[src/rtl/wfifo_wr_arbiter.sv]
// Round-robin arbiter sharing the async FIFO write port between NREQ requesters in bursts of up to MAXBURST words.
// Optional statistics counters are enabled with `define WFIFO_WR_ARB_STATS_EN.
module wfifo_wr_arbiter #(
  parameter int NREQ     = 4,
  parameter int DSIZE    = 8,
  parameter int MAXBURST = 4
) (
  input  logic                  wclk,
  input  logic                  wrst,
  input  logic [NREQ-1:0]       req_valid,
  input  logic [NREQ*DSIZE-1:0] req_data,
  output logic [NREQ-1:0]       req_ready,
  output logic [NREQ-1:0]       gnt,
  output logic                  busy,
  input  logic                  wfull,
  output logic                  winc,
  output logic [DSIZE-1:0]      wdata
`ifdef WFIFO_WR_ARB_STATS_EN
  ,
  output logic [15:0]           wr_word_cnt,
  output logic [15:0]           full_stall_cnt
`endif
);

  localparam int PW = $clog2(NREQ);
  localparam int BW = $clog2(MAXBURST + 1);

  typedef enum logic {IDLE, BUSY} state_t;

  state_t          state, state_nxt;
  logic [PW-1:0]   owner, owner_nxt;
  logic [PW-1:0]   rr_ptr, rr_ptr_nxt;
  logic [PW-1:0]   owner_inc;
  logic [BW-1:0]   beat_cnt, beat_cnt_nxt;
  logic [NREQ-1:0] gnt_nxt;
  logic            pick_found;
  logic [PW-1:0]   pick_idx;
  logic [PW-1:0]   scan;
  logic            owner_valid;

  // Rotating priority search starting at rr_ptr, wrapping by explicit compare so non-power-of-2 NREQ works
  always_comb begin
    pick_found = 1'b0;
    pick_idx   = rr_ptr;
    scan       = rr_ptr;
    for (int k = 0; k < NREQ; k++) begin
      if (!pick_found && req_valid[scan]) begin
        pick_found = 1'b1;
        pick_idx   = scan;
      end
      scan = (scan == PW'(NREQ - 1)) ? '0 : scan + 1'b1;
    end
  end

  assign owner_valid = req_valid[owner];
  assign owner_inc   = (owner == PW'(NREQ - 1)) ? '0 : owner + 1'b1;
  assign busy        = (state == BUSY);

  // Write strobe stays combinational on wfull so a word is never pushed into a full FIFO; reset cycle writes nothing
  assign winc  = busy & ~wrst & owner_valid & ~wfull;
  assign wdata = busy ? req_data[owner*DSIZE +: DSIZE] : '0;

  always_comb begin
    req_ready = '0;
    if (busy && !wrst && !wfull) req_ready[owner] = 1'b1;
  end

  always_comb begin
    state_nxt    = state;
    owner_nxt    = owner;
    rr_ptr_nxt   = rr_ptr;
    beat_cnt_nxt = beat_cnt;
    gnt_nxt      = gnt;
    case (state)
      IDLE: begin
        if (pick_found) begin
          state_nxt    = BUSY;
          owner_nxt    = pick_idx;
          beat_cnt_nxt = '0;
          gnt_nxt      = NREQ'(1) << pick_idx;
        end
      end
      BUSY: begin
        // A full FIFO freezes everything, including a requester that has dropped valid
        if (!wfull) begin
          if (owner_valid) beat_cnt_nxt = beat_cnt + 1'b1;
          if (!owner_valid || beat_cnt == BW'(MAXBURST - 1)) begin
            state_nxt  = IDLE;
            gnt_nxt    = '0;
            rr_ptr_nxt = owner_inc;
          end
        end
      end
      default: state_nxt = IDLE;
    endcase
  end

  always_ff @(posedge wclk) begin
    if (wrst) begin
      state    <= IDLE;
      owner    <= '0;
      rr_ptr   <= '0;
      beat_cnt <= '0;
      gnt      <= '0;
    end else begin
      state    <= state_nxt;
      owner    <= owner_nxt;
      rr_ptr   <= rr_ptr_nxt;
      beat_cnt <= beat_cnt_nxt;
      gnt      <= gnt_nxt;
    end
  end

`ifdef WFIFO_WR_ARB_STATS_EN
  // Saturating event counters for words written and cycles lost to a full FIFO
  always_ff @(posedge wclk) begin
    if (wrst) begin
      wr_word_cnt    <= '0;
      full_stall_cnt <= '0;
    end else begin
      if (winc && wr_word_cnt != 16'hFFFF) wr_word_cnt <= wr_word_cnt + 16'd1;
      if (busy && owner_valid && wfull && full_stall_cnt != 16'hFFFF)
        full_stall_cnt <= full_stall_cnt + 16'd1;
    end
  end
`endif

endmodule

[config.mk]
export PLATFORM = sky130hd
export DESIGN_NAME = wfifo_wr_arbiter
export DESIGN_NICKNAME = d
export VERILOG_FILES = /design/src/rtl/wfifo_wr_arbiter.sv
export SDC_FILE = /design/constraint.sdc
export NUM_CORES = 1
export LEC_CHECK = 0
export ABC_CLOCK_PERIOD_IN_PS = 2750
export BUFFER_PORTS_ARGS = -buffer_cell sky130_fd_sc_hd__buf_2
export CAP_MARGIN = 20
export CORE_UTILIZATION = 46
export CTS_CLUSTER_DIAMETER = 30
export DETAILED_ROUTE_END_ITERATION = 10
export PLACE_DENSITY = 0.8
export SYNTH_ARGS = -nofsm -noshare
export SYNTH_HDL_FRONTEND = slang
export SYNTH_SLANG_ARGS = --single-unit
[constraint.sdc]
create_clock -name wclk -period 2.75 [get_ports wclk]
set_clock_uncertainty 0.15 [all_clocks]
set_input_delay 0.1375 -clock wclk [delete_from_list [all_inputs] [get_ports wclk]]
set_output_delay 0.1375 -clock wclk [all_outputs]
set_load 0.02 [all_outputs]
==> impl_metrics.xml <==
<?xml version="1.0" encoding="UTF-8"?>
<metrics>
  <group name="sta">
    <metric name="final_clock_period_utilization_by_the_worst_path" unit="%">93.3</metric>
    <metric name="finalWorstPathRequiredPeriod" unit="ns">2.56</metric>
    <metric name="achievable-frequency" unit="MHz">390</metric>
    <metric name="worst-slew-pin-transition" unit="ns">0.442</metric>
    <metric name="timing.slew.headroom" unit="%">70.5</metric>
    <metric name="finalWorstSetupSlack" unit="ns">0.186</metric>
    <metric name="final-hold-violation-count" unit="">0</metric>
    <metric name="timing.final.max_slew_violations" unit="">0</metric>
    <metric name="grt_setup_unrepaired" unit="">no</metric>
    <metric name="totalNegativeSetupSlack" unit="ns">0</metric>
    <metric name="setup_viol" unit="">0</metric>
  </group>
  <group name="worst_setup_path">
    <metric name="worst_setup_path_end_kind" unit="">register</metric>
    <metric name="reg2regPathDepth" unit="">7</metric>
    <metric name="rr_endpoint" unit="">gnt[0]$_SDFFE_PP0P_</metric>
    <metric name="max_stage_delay" unit="ns">0.53</metric>
    <metric name="start_kind" unit="">register</metric>
    <metric name="crit_chain" unit="">ha_1 -&gt; or2b_1 -&gt; a32oi_2 -&gt; o31ai_2 -&gt; buf_4 -&gt; and2_1 -&gt; a32o_2</metric>
    <metric name="worst-endpoint-arrival" unit="ns">2.58</metric>
    <metric name="critical_path.top_delay_family" unit="">compound AO/OA/AOI/OAI gates</metric>
    <metric name="crit_slowest_cell" unit="">sky130_fd_sc_hd__dfxtp_1</metric>
    <metric name="rr_startpoint" unit="">rr_ptr[0]$_SDFFE_PP0P_</metric>
    <metric name="criticalPathCategory" unit="">reg2reg</metric>
    <metric name="path_buf_inv" unit="">1</metric>
    <metric name="ff2ff_setup_slack" unit="ns">0.19</metric>
    <metric name="cp_data_required_time" unit="ns">2.77</metric>
    <metric name="timing.critical_path.from" unit="">rr_ptr[0]$_SDFFE_PP0P_</metric>
    <metric name="worstPathMaxFanout" unit="">12</metric>
  </group>
  <group name="synthesis">
    <metric name="synth_warnings" unit="">0</metric>
    <metric name="synthDominantAreaCellType" unit="">sky130_fd_sc_hd__dfxtp_1</metric>
    <metric name="top_cell_type_s_share_of_synthesized_area" unit="%">19.8</metric>
    <metric name="mapped_nets" unit="">174</metric>
    <metric name="post_synth_most_frequent_cells" unit="">sky130_fd_sc_hd__and2_1, sky130_fd_sc_hd__dfxtp_1, sky130_fd_sc_hd__mux4_2</metric>
    <metric name="synth-edff-count" unit="">0</metric>
    <metric name="synthesis.instances" unit="">128</metric>
    <metric name="synth.avg_cell_area" unit="µm²">9.48</metric>
    <metric name="synth-async-reset-ratio" unit="%">0</metric>
    <metric name="synthMostInstantiatedCell" unit="">sky130_fd_sc_hd__and2_1</metric>
    <metric name="mappedNetlistArea" unit="µm²">1210</metric>
    <metric name="netlist-cell-type-count" unit="">41</metric>
    <metric name="dominant_register_cell_in_the_synthesized_netlist" unit="">sky130_fd_sc_hd__dfxtp_1</metric>
    <metric name="synthTopCellsByArea" unit="">sky130_fd_sc_hd__dfxtp_1, sky130_fd_sc_hd__mux4_2, sky130_fd_sc_hd__and2_1, sky130_fd_sc_hd__ha_1, sky130_fd_sc_hd__inv_1</metric>
    <metric name="synth-seq-cells" unit="">12</metric>
    <metric name="proportion_of_synthesized_chip_area_in_sequential_cells" unit="%">19.8</metric>
  </group>
  <group name="clock_tree">
    <metric name="max-clock-path-buffers" unit="">2</metric>
    <metric name="postCtsHoldBufs" unit="">0</metric>
    <metric name="cts.htree.levels" unit="">1</metric>
    <metric name="cts_setup_buffers" unit="">0</metric>
    <metric name="clkTransAtPathRegs" unit="ns">0.07</metric>
    <metric name="cts_tree" unit="">done</metric>
    <metric name="cts_root_buf" unit="">sky130_fd_sc_hd__clkbuf_4</metric>
    <metric name="tritoncts.num_buffers" unit="">3</metric>
    <metric name="post_cts_resize_count" unit="">0</metric>
    <metric name="worst_skew_pair.late_latency" unit="ns">0.27</metric>
    <metric name="cts_sinks" unit="">12</metric>
  </group>
  <group name="global_route">
    <metric name="antenna_found_initial" unit="">0</metric>
    <metric name="globalRouteTotalUtil" unit="%">22.4</metric>
    <metric name="grt-ovfl-total" unit="">0</metric>
    <metric name="wire_length_of_the_first_global_routing_pass" unit="µm">4660</metric>
    <metric name="grt_max_degree" unit="">15</metric>
    <metric name="grt_pass1_vias" unit="">1141</metric>
  </group>
  <group name="layout">
    <metric name="drive_above_1_share" unit="%">46.7</metric>
    <metric name="regArea" unit="µm²">240</metric>
    <metric name="nFillCells" unit="">218</metric>
    <metric name="synthToLayoutAreaGrowth" unit="%">26.2</metric>
    <metric name="num_antenna_cells" unit="">0</metric>
    <metric name="multiInputGateArea" unit="µm²">881</metric>
    <metric name="postLayoutCoreUtil" unit="%">61.8</metric>
    <metric name="nets" unit="">229</metric>
  </group>
  <group name="placed_design">
    <metric name="gp_congestion" unit="">0.892</metric>
    <metric name="detailedPlace.worstSlack" unit="ns">0.238</metric>
    <metric name="io_buffer_count" unit="">56</metric>
    <metric name="hpwlAfterDp" unit="µm">2410</metric>
  </group>
  <group name="routing">
    <metric name="post-route-drc-count" unit="">0</metric>
    <metric name="avgRoutedWirePerCell" unit="µm">14.2</metric>
    <metric name="detailroute.via_count" unit="">1203</metric>
    <metric name="drt_wl_total" unit="µm">3010</metric>
    <metric name="drt-initial-drc-count" unit="">20</metric>
    <metric name="drt-vias-per-instance" unit="">5.67</metric>
    <metric name="drtAntennaViolNets" unit="">0</metric>
    <metric name="firstDrtPassIters" unit="">4</metric>
  </group>
  <group name="die">
    <metric name="die_ht" unit="µm">53.4</metric>
    <metric name="core_area" unit="µm²">2480</metric>
    <metric name="design.die.area" unit="µm²">2850</metric>
    <metric name="initial_standard_cell_utilization_of_the_core" unit="%">49.0</metric>
    <metric name="placement_rows" unit="">18</metric>
    <metric name="chip_width" unit="µm">53.4</metric>
    <metric name="pin_count" unit="">57</metric>
  </group>
  <group name="hold_path">
    <metric name="hp-class" unit="">in2reg</metric>
    <metric name="min_delay_path_depth" unit="">2</metric>
    <metric name="timing.hold.worst_endpoint" unit="">rr_ptr[1]$_SDFFE_PP0P_</metric>
    <metric name="min_delay_src" unit="">wrst</metric>
  </group>
  <group name="pwr">
    <metric name="vdd.ir_drop.worst" unit="µV">355</metric>
    <metric name="power_per_cell_area" unit="nW/µm²">417</metric>
    <metric name="power.leakage" unit="nW">0.707</metric>
  </group>
  <group name="flow_run">
    <metric name="number_of_maximum_capacitance_constraint_violations" unit="">0</metric>
  </group>
  <group name="status">
    <metric name="outcome" unit="">finished, final reports clean</metric>
  </group>
</metrics>
-- final cells by class --
type	instances	share of cell area, %
sequential	12	15.7
timing repair buffer	59	19.8
clock buffer	4	2.37
tap	30	2.45
inverter	9	2.21
multi-input combinational	98	57.5
-- worst register-to-register path: stages (launching register included) --
cell and delay (ns):
sky130_fd_sc_hd__dfxtp_1 0.53, sky130_fd_sc_hd__ha_1 0.42, sky130_fd_sc_hd__or2b_1 0.33, sky130_fd_sc_hd__a32oi_2 0.38, sky130_fd_sc_hd__o31ai_2 0.11, sky130_fd_sc_hd__buf_4 0.18, sky130_fd_sc_hd__and2_1 0.16, sky130_fd_sc_hd__a32o_2 0.21
-- metrics by stage --
stage	cells	area, µm²	hold WS, ns	total power [mW]
2_1_floorplan	128	1210	0.0879	0.424
3_3_place_gp	208	1500	0.297	0.493
3_5_place_dp	208	1500	0.304	0.504
4_1_cts	212	1530	0.0630	0.644
5_1_grt	212	1530	0.0801	0.680
6_report	212	1530	0.0669	0.638
-- worst max-delay path by stage --
stage	to	cells after the start
2_1_floorplan	gnt[0]$_SDFFE_PP0P_	8
3_3_place_gp	gnt[0]$_SDFFE_PP0P_	7
3_5_place_dp	gnt[0]$_SDFFE_PP0P_	7
4_1_cts	gnt[0]$_SDFFE_PP0P_	7
5_1_grt	gnt[0]$_SDFFE_PP0P_	7
6_report	gnt[0]$_SDFFE_PP0P_	7
-- registers in the layout, summed over array words and instances (netlist names) --
| register | flops |
|---|---|
| beat_cnt | 3 |
| busy | 1 |
| gnt | 4 |
| owner | 2 |
| rr_ptr | 2 |
-- cell families after synthesis --
| logic type | count (synthesis) | synth area share, % |
|---|---|---|
| and+or+nand+nor | 47 | 22.0 |
| adders and majority gates | 7 | 7.22 |
| buffers and inverters | 18 | 7.63 |
| muxes | 13 | 21.1 |
| AOI/OAI and AO/OA | 31 | 22.3 |
| DFF | 12 | 19.8 |
-- layout by cell type (no fill, tap or decap), types with 3 or more instances in the layout --
master	count
sky130_fd_sc_hd__ha_1	7
sky130_fd_sc_hd__dfxtp_1	12
sky130_fd_sc_hd__inv_1	9
sky130_fd_sc_hd__and2_1	14
sky130_fd_sc_hd__a21oi_1	6
sky130_fd_sc_hd__nor2_1	9
sky130_fd_sc_hd__o21ai_0	3
sky130_fd_sc_hd__nand2_1	4
sky130_fd_sc_hd__a31oi_1	3
sky130_fd_sc_hd__buf_2	56
sky130_fd_sc_hd__clkbuf_4	3
sky130_fd_sc_hd__nor3_1	3
sky130_fd_sc_hd__buf_4	3
sky130_fd_sc_hd__mux4_2	10
sky130_fd_sc_hd__nand3_1	4
sky130_fd_sc_hd__nand2b_1	3
-- power by group --
group	internal [mW]	switching [mW]	total (mW)	leakage, nW
sequential	0.188	0.0143	0.202	0.0981
combinational	0.138	0.160	0.298	0.588
clock	0.0804	0.0571	0.138	0.0210
total	0.406	0.232	0.638	0.707
-- per-layer routing --
metal / vias to the layer above / part of all wire, % / GRT usage (%) / wire [µm]
li1: 593 / - / - / -
met1: 556 / 40 / 23.1 / 1210
met2: 52 / 52 / 45.2 / 1570
met3: 2 / 7.4 / 2.87 / 223
met4: 0 / 0.30 / 6.58 / 9
met5: - / 0 / 0 / 0
Note: power is estimated with default switching activity, not from simulation.
